### src/rtl/apb_hetic_pkg.sv
// Shared types and constants for the hetic interrupt controller.
package apb_hetic_pkg;

  localparam int unsigned HeticWindowBytes = 4096;
  localparam int unsigned HeticPrioWidth   = 8;

  localparam int unsigned HeticIpBit   = 0;
  localparam int unsigned HeticIeBit   = 1;
  localparam int unsigned HeticEdgeBit = 2;
  localparam int unsigned HeticPrioLsb = 8;

  // One interrupt line as seen through its register word; 'edge' is a
  // keyword, hence edge_trig.
  typedef struct packed {
    logic [HeticPrioWidth-1:0] prio;
    logic                      edge_trig;
    logic                      ie;
    logic                      ip;
  } hetic_line_t;

  typedef enum logic [1:0] {
    HsIdle,
    HsReq,
    HsBubble
  } hetic_hs_e;

  // Place a line's fields at their register bit positions; all else reads 0.
  function automatic logic [31:0] hetic_line_word(hetic_line_t line);
    logic [31:0] word;
    word                                = '0;
    word[HeticIpBit]                    = line.ip;
    word[HeticIeBit]                    = line.ie;
    word[HeticEdgeBit]                  = line.edge_trig;
    word[HeticPrioLsb +: HeticPrioWidth] = line.prio;
    return word;
  endfunction

endpackage

### src/rtl/apb_hetic_arbiter.sv
// Combinational pick of the highest-priority eligible line, lowest index on ties.
module hetic_arbiter #(
  parameter int unsigned NrIrqs    = 32,
  parameter int unsigned PrioWidth = 8,
  parameter int unsigned IdWidth   = $clog2(NrIrqs)
) (
  input  logic [NrIrqs-1:0]                elig_i,
  input  logic [NrIrqs-1:0][PrioWidth-1:0] prio_i,
  output logic                             valid_o,
  output logic [IdWidth-1:0]               id_o,
  output logic [PrioWidth-1:0]             prio_o
);

  logic [PrioWidth-1:0] best_prio;
  logic [IdWidth-1:0]   best_id;

  // Strict greater-than while scanning upward keeps the lowest index on ties.
  always_comb begin
    best_prio = '0;
    best_id   = '0;
    for (int i = 0; i < NrIrqs; i++) begin
      if (elig_i[i] && (prio_i[i] > best_prio)) begin
        best_prio = prio_i[i];
        best_id   = IdWidth'(i);
      end
    end
  end

  assign valid_o = |best_prio;
  assign id_o    = best_id;
  assign prio_o  = best_prio;

endmodule

### src/rtl/apb_hetic.sv
// APB interrupt controller for zeroHETI: per-line IP/IE/EDGE/PRIO registers,
// priority arbitration and a valid/ready claim handshake towards the core.
// Optional HETIC_SYNC_EN adds a 2-flop synchronizer on every irq source.
module apb_hetic
  import apb_hetic_pkg::*;
#(
  parameter  int unsigned NrIrqs       = 32,
  parameter  int unsigned PrioWidth    = HeticPrioWidth,
  parameter  int unsigned ApbAddrWidth = 32,
  parameter  int unsigned ApbDataWidth = 32,
  localparam int unsigned IdWidth      = $clog2(NrIrqs)
) (
  input  logic                    clk_i,
  input  logic                    rst_ni,
  input  logic                    psel_i,
  input  logic                    penable_i,
  input  logic                    pwrite_i,
  input  logic [ApbAddrWidth-1:0] paddr_i,
  input  logic [ApbDataWidth-1:0] pwdata_i,
  output logic [ApbDataWidth-1:0] prdata_o,
  output logic                    pready_o,
  output logic                    pslverr_o,
  input  logic [NrIrqs-1:0]       irq_src_i,
  output logic                    irq_valid_o,
  output logic [IdWidth-1:0]      irq_id_o,
  output logic [PrioWidth-1:0]    irq_prio_o,
  input  logic                    irq_ready_i
);

  localparam int unsigned OffWidth = $clog2(HeticWindowBytes);

  logic [NrIrqs-1:0]                ip_q, ip_d, ie_q, edge_q, elig, wr_hit;
  logic [NrIrqs-1:0][PrioWidth-1:0] prio_q;
  logic [NrIrqs-1:0]                src_s, src_q;
  logic [OffWidth-1:0]              offset;
  logic [IdWidth-1:0]               line_idx;
  logic                             addr_ok, access, wr_en, claim;
  hetic_line_t                      rd_line;
  logic                             arb_valid;
  logic [IdWidth-1:0]               arb_id, req_id_q, req_id_d;
  logic [PrioWidth-1:0]             arb_prio, req_prio_q, req_prio_d;
  hetic_hs_e                        state_q, state_d;
  logic                             unused_apb;

  assign unused_apb = ^{paddr_i, pwdata_i};

`ifdef HETIC_SYNC_EN
  logic [NrIrqs-1:0] sync_q1, sync_q2;

  // Two-flop synchronizer for asynchronous peripheral sources.
  always_ff @(posedge clk_i or negedge rst_ni) begin
    if (!rst_ni) begin
      sync_q1 <= '0;
      sync_q2 <= '0;
    end else begin
      sync_q1 <= irq_src_i;
      sync_q2 <= sync_q1;
    end
  end

  assign src_s = sync_q2;
`else
  assign src_s = irq_src_i;
`endif

  // Previous source sample, used for rising-edge detection.
  always_ff @(posedge clk_i or negedge rst_ni) begin
    if (!rst_ni) src_q <= '0;
    else         src_q <= src_s;
  end

  assign offset    = paddr_i[OffWidth-1:0];
  assign line_idx  = offset[2 +: IdWidth];
  assign addr_ok   = (32'(offset) < 32'(4 * NrIrqs)) && (offset[1:0] == 2'b00);
  assign access    = psel_i & penable_i;
  assign pslverr_o = access & ~addr_ok;
  assign wr_en     = access & pwrite_i & addr_ok;
  assign pready_o  = 1'b1;
  assign claim     = (state_q == HsReq) && irq_ready_i;

  // Read mux; bad offsets and an idle bus read as zero.
  always_comb begin
    rd_line           = '0;
    rd_line.ip        = ip_q[line_idx];
    rd_line.ie        = ie_q[line_idx];
    rd_line.edge_trig = edge_q[line_idx];
    rd_line.prio      = HeticPrioWidth'(prio_q[line_idx]);
    prdata_o          = (psel_i && addr_ok) ? ApbDataWidth'(hetic_line_word(rd_line)) : '0;
  end

  // Next pending state: level lines mirror the source; edge lines obey
  // hardware set > claim clear > software write.
  always_comb begin
    ip_d   = ip_q;
    wr_hit = '0;
    elig   = '0;
    for (int i = 0; i < NrIrqs; i++) begin
      wr_hit[i] = wr_en && (line_idx == IdWidth'(i));
      elig[i]   = ip_q[i] && ie_q[i] && (|prio_q[i]);
      if (!edge_q[i])                          ip_d[i] = src_s[i];
      else if (src_s[i] && !src_q[i])          ip_d[i] = 1'b1;
      else if (claim && req_id_q == IdWidth'(i)) ip_d[i] = 1'b0;
      else if (wr_hit[i])                      ip_d[i] = pwdata_i[HeticIpBit];
    end
  end

  // Line registers; configuration fields only change via APB writes.
  always_ff @(posedge clk_i or negedge rst_ni) begin
    if (!rst_ni) begin
      ip_q   <= '0;
      ie_q   <= '0;
      edge_q <= '0;
      prio_q <= '0;
    end else begin
      ip_q <= ip_d;
      for (int i = 0; i < NrIrqs; i++) begin
        if (wr_hit[i]) begin
          ie_q[i]   <= pwdata_i[HeticIeBit];
          edge_q[i] <= pwdata_i[HeticEdgeBit];
          prio_q[i] <= pwdata_i[HeticPrioLsb +: PrioWidth];
        end
      end
    end
  end

  hetic_arbiter #(
    .NrIrqs   (NrIrqs),
    .PrioWidth(PrioWidth),
    .IdWidth  (IdWidth)
  ) i_arbiter (
    .elig_i (elig),
    .prio_i (prio_q),
    .valid_o(arb_valid),
    .id_o   (arb_id),
    .prio_o (arb_prio)
  );

  // Handshake state and the held request towards the core.
  always_ff @(posedge clk_i or negedge rst_ni) begin
    if (!rst_ni) begin
      state_q    <= HsIdle;
      req_id_q   <= '0;
      req_prio_q <= '0;
    end else begin
      state_q    <= state_d;
      req_id_q   <= req_id_d;
      req_prio_q <= req_prio_d;
    end
  end

  // Load on IDLE, hold without preemption in REQ, one bubble after a claim.
  always_comb begin
    state_d    = state_q;
    req_id_d   = req_id_q;
    req_prio_d = req_prio_q;
    unique case (state_q)
      HsIdle: begin
        if (arb_valid) begin
          state_d    = HsReq;
          req_id_d   = arb_id;
          req_prio_d = arb_prio;
        end
      end
      HsReq: begin
        if (irq_ready_i)          state_d = HsBubble;
        else if (!elig[req_id_q]) state_d = HsIdle;
      end
      HsBubble: state_d = HsIdle;
      default:  state_d = HsIdle;
    endcase
  end

  assign irq_valid_o = (state_q == HsReq);
  assign irq_id_o    = req_id_q;
  assign irq_prio_o  = req_prio_q;

endmodule

### config.mk
export PLATFORM = sky130hd
export DESIGN_NAME = apb_hetic
export DESIGN_NICKNAME = d
export VERILOG_FILES = /design/src/rtl/apb_hetic_pkg.sv /design/src/rtl/apb_hetic_arbiter.sv /design/src/rtl/apb_hetic.sv
export SDC_FILE = /design/constraint.sdc
export NUM_CORES = 2
export LEC_CHECK = 0
export ABC_CLOCK_PERIOD_IN_PS = 119500
export BUFFER_PORTS_ARGS = -buffer_cell sky130_fd_sc_hd__buf_2
export CAP_MARGIN = 15
export CORE_MARGIN = 2
export CORE_UTILIZATION = 68
export CTS_CLUSTER_DIAMETER = 150
export DETAILED_ROUTE_END_ITERATION = 8
export PLACE_DENSITY_LB_ADDON = 0.25
export REMOVE_ABC_BUFFERS = 1
export SYNTH_ARGS = -nofsm -noshare
export SYNTH_HDL_FRONTEND = slang
export SYNTH_SLANG_ARGS = --single-unit
### constraint.sdc
create_clock -name clk_i -period 119.5 [get_ports clk_i]
set_input_delay 5.975 -clock clk_i [delete_from_list [all_inputs] [get_ports clk_i]]
set_output_delay 5.975 -clock clk_i [all_outputs]
set_load 0.005 [all_outputs]
== Word level (Yosys, flattened, before mapping) ==
Cells that the tools add are included.
Cells by class
  reduce and logical (&&, ||, !) cells: 266
  magnitude comparators: 35
  muxes and demuxes: 206
  equality and inequality tests: 97
  bitwise gates (word level): 5
Operators by type and width (number)
  8-bit two-way mux: 33
  8-bit OR reduction: 33
  8-bit > comparator: 31
  1-bit logical AND: 195
  5-bit equality test, second input constant: 32
  1-bit two-way mux: 133
  4-bit by 1-bit inequality test with 1-bit output, second input constant: 32
  5-bit by 4-bit equality test with 1-bit output, second input constant: 16
  5-bit two-way mux: 16
  8-bit binary-select mux with 5-bit select: 1
  5-bit by 3-bit equality test with 1-bit output, second input constant: 8
  1-bit logical NOT: 32
  4-bit two-way mux: 8
  1-bit binary-select mux with 5-bit select: 4
  5-bit by 2-bit equality test with 1-bit output, second input constant: 4
  16-bit two-way mux: 1
  12-bit by 8-bit < comparator with 1-bit output, second input constant: 1
  5-bit by 6-bit < comparator with 1-bit output, second input constant: 2
  3-bit two-way mux: 4
  5-bit by 1-bit equality test with 1-bit output, second input constant: 2
  5-bit logical NOT: 2
  2-bit two-way mux: 5
  8-bit by 1-bit > comparator with 1-bit output, second input constant: 1
  1-bit AND: 4
  other kinds (7): 9
Word-level totals
  register bits: 399
  output and inout bits: 48
  input bits: 102
  logic and storage cells: 741

== Depth between registers and ports, before layout ==
  depth after elaboration: 100
  gate-level depth with buffers: 369
  depth with buffers taken out: 345

== Modules after synthesis ==
A second synthesis with hierarchy kept.
Unflattened totals
  cell total of the unflattened synthesis: 3132
  area total of the unflattened synthesis: 31134.9 um^2
Modules (own cells, without submodules)
  apb_hetic: cells an instance 1491, seq. area each 9984.6 um^2, instances 1, area each 19555.0 um^2
  hetic_arbiter: cells an instance 1641, seq. area each 0.0 um^2, instances 1, area each 11579.9 um^2

== Worst setup path after synthesis ==
Ideal clock, no wire load.
  path kind: flip-flop to flip-flop
  start: register ip_q[0]
  end: register req_id_q[0], in the netlist irq_id_o[0]
  arrival: 61.287 ns
  slack: 58.088 ns
  data required time: 119.375 ns
  stages on the path, launching flop included: 336
  clock period less this slack: 61.412 ns
  buffers on the path: 27
  library setup time: 0.125 ns
  cell sequence: dfrtp_1 > and2_1 > clkbuf_1 > nand2_1 > ha_1 > nand4_1 > or2_0 > and2_1 > o21ai_1 > clkbuf_1 > nand3_1 > o21ai_0 > inv_1 > ha_1 > nor2b_4 > o311a_1 > a311o_1 > nand2_1 > (+300 left out) > clkbuf_1 > mux2_2 > ha_1 > a21o_1 > a21o_1 > a21oi_1 > o21ai_0 > o211ai_1 > nand2_1 > o22a_1 > nor4_1 > a21oi_1 > a21oi_1 > o21ai_0 > a2111oi_2 > a41oi_2 > buf_6 > mux2_4
On the way
  cells in the longest elaborated chain, start to end: 99
  elaborated cells between the ends (all ways): 130
  classes of those cells: 31 x order compare; 63 x mux; 36 x reduce/logical
RTL lines
  from (decl): RTL line apb_hetic.sv:32  | logic [NrIrqs-1:0] ip_q, ip_d, ie_q, edge_q, elig, wr_hit;
  from (signal assigned): RTL line apb_hetic.sv:115  | ip_q <= ip_d;
  1-bit logical AND (*) (2 in a row): RTL line apb_hetic.sv:99  | elig[i] = ip_q[i] && ie_q[i] && (|prio_q[i]);
  1-bit logical AND (*): RTL line apb_hetic_arbiter.sv:22  | if (elig_i[i] && (prio_i[i] > best_prio)) begin
  8-bit two-way mux (*): RTL line apb_hetic_arbiter.sv:22
  8-bit > comparator: RTL line apb_hetic_arbiter.sv:22
  1-bit logical AND: RTL line apb_hetic_arbiter.sv:22
  8-bit two-way mux: RTL line apb_hetic_arbiter.sv:22
  8-bit > comparator: RTL line apb_hetic_arbiter.sv:22
  1-bit logical AND: RTL line apb_hetic_arbiter.sv:22
  (+82 left out)
  8-bit > comparator: RTL line apb_hetic_arbiter.sv:22
  1-bit logical AND: RTL line apb_hetic_arbiter.sv:22
  8-bit two-way mux: RTL line apb_hetic_arbiter.sv:22
  8-bit > comparator: RTL line apb_hetic_arbiter.sv:22
  1-bit logical AND: RTL line apb_hetic_arbiter.sv:22
  8-bit two-way mux: RTL line apb_hetic_arbiter.sv:22
  8-bit OR reduction: RTL line apb_hetic_arbiter.sv:29  | assign valid_o = |best_prio;
  2-bit AND reduction (no line)
  to (signal assigned): RTL line apb_hetic.sv:146  | req_id_q <= req_id_d;
  to (decl): RTL line apb_hetic.sv:40  | logic [IdWidth-1:0] arb_id, req_id_q, req_id_d;
Every way passes the cells marked *; elsewhere a longest branch is shown, timed or not.
A chain may end at the register's enable or synchronous reset.

== Worst setup path after layout ==
  start: register ip_q[0]
  end: register req_prio_q[4], in the netlist irq_prio_o[4]
On the way
  cells in the longest elaborated chain, start to end: 99
RTL lines
  1-bit logical AND (*) (2 in a row): RTL line apb_hetic.sv:99
  1-bit logical AND (*): RTL line apb_hetic_arbiter.sv:22
  8-bit two-way mux (*): RTL line apb_hetic_arbiter.sv:22
  8-bit > comparator: RTL line apb_hetic_arbiter.sv:22
  1-bit logical AND: RTL line apb_hetic_arbiter.sv:22
  8-bit two-way mux (*): RTL line apb_hetic_arbiter.sv:22
  8-bit > comparator: RTL line apb_hetic_arbiter.sv:22
  1-bit logical AND: RTL line apb_hetic_arbiter.sv:22
  (+82 left out)
  8-bit > comparator: RTL line apb_hetic_arbiter.sv:22
  1-bit logical AND: RTL line apb_hetic_arbiter.sv:22
  8-bit two-way mux (*): RTL line apb_hetic_arbiter.sv:22
  8-bit > comparator: RTL line apb_hetic_arbiter.sv:22
  1-bit logical AND: RTL line apb_hetic_arbiter.sv:22
  8-bit two-way mux (*): RTL line apb_hetic_arbiter.sv:22
  8-bit OR reduction: RTL line apb_hetic_arbiter.sv:29
  2-bit AND reduction (no line)
  to (signal assigned): RTL line apb_hetic.sv:147  | req_prio_q <= req_prio_d;
  to (decl): RTL line apb_hetic.sv:41  | logic [PrioWidth-1:0] arb_prio, req_prio_q, req_prio_d;
Marks and branches as above.

==> results by stage <==
Route:
- Once detail routing completed, the nets flagged for antenna violations numbered 0.
- The wire length reported by the detailed router is 111000 µm.
- The routed via count divided by cell count is 7.30.
- The number of optimization iterations in the first detailed-route pass is 8.
- The DRC violation count after routing is 0.
- The total via count after detailed routing is 28900.
- The DRC violation total after the first TritonRoute iteration is 3537.
- Dividing the detail-routed wire length by the instance count gives 28.0 µm.

Clock network:
- The number of buffers inserted during clock tree synthesis is 46.
- Buffers inserted to repair hold after CTS numbered 0.
- The clock passes through at most 3 buffers.
- The count of cells resized by post-cts repair is 0.
- For the worst-skew pair, the clock arrives at the later sink with an insertion delay of 610 ps.
- The total number of H-tree levels is 2.
- The post-CTS setup-driven buffer insertion count is 0.
- The number of clock sinks is 399.
- The TritonCTS clock tree is done.
- The clock tree root driver cell is sky130_fd_sc_hd__clkbuf_16.
- After clock tree synthesis, the clock-pin slew on the worst setup and hold paths is 60 ps.

Critical path:
- The slowest library cell on the worst path is sky130_fd_sc_hd__o21ai_1.
- STA classifies the critical path startpoint as a flip-flop.
- The setup path with the least slack is of type flip-flop to flip-flop.
- The endpoint required time on the critical path is 119980 ps.
- The sort of element at the end of the critical path is a flip-flop.
- The worst reg-to-reg setup slack is 44800 ps.
- The critical path data arrival time is 75190 ps.
- The largest stage delay on the critical path is 900 ps.
- By instance count, the cell type seen most on the critical path is sky130_fd_sc_hd__a21oi_1.
- The maximum fanout along the worst path is 22.

Die:
- The die footprint is 47800 µm².
- The number of core rows is 78.
- The die boundary height is 219 µm.
- The horizontal extent of the die is 219 µm.
- The effective utilization at floorplan is 69.0%.
- The placeable core region is 45400 µm².
- 150 I/O pins were placed.

Final layout:
- The library cells used most frequently in the layout, excluding fill and tap cells, are sky130_fd_sc_hd__dfrtp_1, sky130_fd_sc_hd__nand2_1, sky130_fd_sc_hd__mux2_2.
- Fill cells in the final layout number 3249.
- The number of antenna diodes in the final layout is 0.
- The signed area change from the synthesized netlist to the final layout is 7.85%.
- The footprint of the flip-flops and latches is 9980 µm².
- The final layout contains 3648 nets.
- The multi-input combinational cells in the finished layout cover a total of 19900 µm².
- The leading cell type in the layout, fill and taps excluded is sky130_fd_sc_hd__dfrtp_1.
- For this run, the share of the core covered by cells in the final layout is 74.4%.
- Of the cells placed in the final design, the portion with a size suffix greater than 1 is 20.7%.

GRT:
- For this run, global-route usage on met1 was measured as 57.5%.
- The initial antenna violation count was 4.
- The most utilized layer in the global route result is met2.
- The first global-routing pass estimated 170000 µm of wire.
- The global-route met3 utilization is 11.8%.
- Global routing used 72.6% of the available met2 tracks.
- The largest net degree at the start of global routing is 122.
- The combined global-route utilization of all metal layers is 46.9%.
- The number of global-route vias before repair is 28800.
- For this run the aggregate overflow at the end of global routing stands at 0.

STA:
- The tightest slew margin relative to the limit is 12.9%.
- The number of failing setup endpoints in the final timing report is 0.
- The share of the cycle needed by the critical path after routing is 62.5%.
- The measured slew at the worst slew-check pin is 1310 ps.
- Setup repair after global routing left no endpoint under its margin.
- Counting I/O delays and the setup requirement, the final critical path takes 74700 ps.
- The achievable frequency is 13.4 MHz.
- The number of pins with negative max-slew slack in the final report was 0.
- On the final layout, the worst clock skew is 19.0 ps.
- Setup total negative slack on the finished layout was measured at 0 ps.
- The hold violation total from the final report is 0.

Power:
- Per report_power, the combinational group accounts for 7.5% of the total.
- The proportion of total power due to net switching is 25.6%.
- The maximum vdd ir drop is 0.0133 mV.
- The ratio of total power to cell area is 9.30 nW/µm².
- The internal power of the cells is 234 µW.
- The static leakage power is 0.0154 µW.
- The clock network fraction of design power is 48.7%.
- The analysis attributes to net switching a power of 80.5 µW.
- In this run, flip-flops and latches consume 43.9% of the power.

Synthesis:
- The cell accounting for the most synthesized area is sky130_fd_sc_hd__dfrtp_1.
- The synthesized design devotes to its leading area cell type 31.9% of total area.
- The sequential element share of the synthesized area is 31.9%.
- The synthesized design contains 399 register bits.
- For this run, asynchronously set or reset flops after synthesis account for 100%.
- The count of cell types in the netlist is 111.
- The mapped netlist covers 31300 µm².
- The total number of yosys warnings is 0.
- After technology mapping, the gate count stands at 3309.
- The mean area per synthesized cell is 9.47 µm².
- Ranked by total cell area, the synthesized netlist is headed by sky130_fd_sc_hd__dfrtp_1, sky130_fd_sc_hd__mux2_2, sky130_fd_sc_hd__ha_1, sky130_fd_sc_hd__mux4_2, sky130_fd_sc_hd__nand2_1.
- The most used flip-flop cell after synthesis is sky130_fd_sc_hd__dfrtp_1.
- In this run, synthesis inferred 0 flip-flops with an integrated enable.

Placement:
- The final weighted congestion of routability-driven global placement is 1.04.
- Input and output buffers added on the ports amount to 86.
- The total half-perimeter wirelength after legalization and detailed placement is 80100 µm.

Outcome:
- The run finished with clean final reports.

Flow run:
- The max-capacitance violation count is 0.

Hold path:
- In this run the worst hold path is classified as flip-flop to flip-flop.
## flip-flops by register name, summed over array words and instances, names as in the netlist
name,count
prio_q,256
state_q,2
edge_q,32
irq_id_o,5
ie_q,32
ip_q,32
irq_prio_o,8
src_q,32
## area by class of cell
cell class	instances	area share, %
clock buffers	59	3.91
well taps	600	2.22
repair buffers	127	2.32
flip-flops and latches	399	29.6
multi-input cells	2541	58.8
inverters	211	2.34
clock inverters	26	0.870
## critical path, delay by kind of cell, from the launching register on
kind | cells | cell delay [ps]
fa+ha+maj | 32 | 9430
buf+inv | 22 | 3860
flops | 1 | 390
simple gates | 95 | 18050
compound gates | 163 | 38770
mux | 11 | 3970
## Yosys cell counts (all sizes together) (32+ instances only)
master,n
o31ai,32
o21a,45
clkbuf,128
nand2,329
mux4,111
nand4,36
nor3,49
ha,220
a21o,87
nor4,71
a21oi,209
buf,50
o21ai,225
nor2b,40
nor2,201
nand3,72
nand2b,42
dfrtp,399
mux2i,51
a211oi,32
mux2,299
inv,210
o211ai,34
## stage by stage
step / worst slack, ps / total power [µW] / cell area [µm²] / hold slack [ps] / std cells
6_report: 44800 / 314 / 33800 / 513 / 3963
3_3_place_gp: 49590 / 162 / 32100 / 492 / 3867
3_5_place_dp: 47300 / 163 / 32100 / 499 / 3867
2_1_floorplan: 57900 / 149 / 30600 / 469 / 3151
5_1_grt: 39830 / 321 / 33800 / 533 / 3963
4_1_cts: 46720 / 313 / 33700 / 517 / 3952
## power groups by stage
stage | sequential [µW] | combinational, µW | clock [µW]
floorplan | 140 | 8.85 | 0
finish | 138 | 23.4 | 153
detailed placement | 140 | 22.3 | 0
CTS | 138 | 22.5 | 153
global placement | 140 | 21.7 | 0
global route | 138 | 24.4 | 158
## routing by layer
layer / share of wire, % / routed length [µm]
met5: 0.012 / 13
met4: 8.8 / 9720
met3: 11 / 12100
met2: 44 / 49200
met1: 36 / 39800
## kinds of logic after synthesis
kind of cell | share of synthesized area [%]
xor gates and xnor gates | 0.308
other | 0.0240
DFF | 31.9
muxes | 20.5
buffers and inverters | 5.00
AOI/OAI and AO/OA | 18.7
adders and majority gates | 9.05
and+or+nand+nor | 14.6
## final timing paths
kind / depth (start not counted) / start / end
min: 1 / irq_prio_o[2] / irq_prio_o[2]
max in group asynchronous: 3 / rst_ni / src_q[20]
min in group asynchronous: 1 / rst_ni / prio_q[51]
min reg2reg: 1 / irq_prio_o[2] / irq_prio_o[2]
max: 323 / ip_q[0] / irq_prio_o[4]
max reg2reg: 323 / ip_q[0] / irq_prio_o[4]
Power figures use the tool's default switching activity.
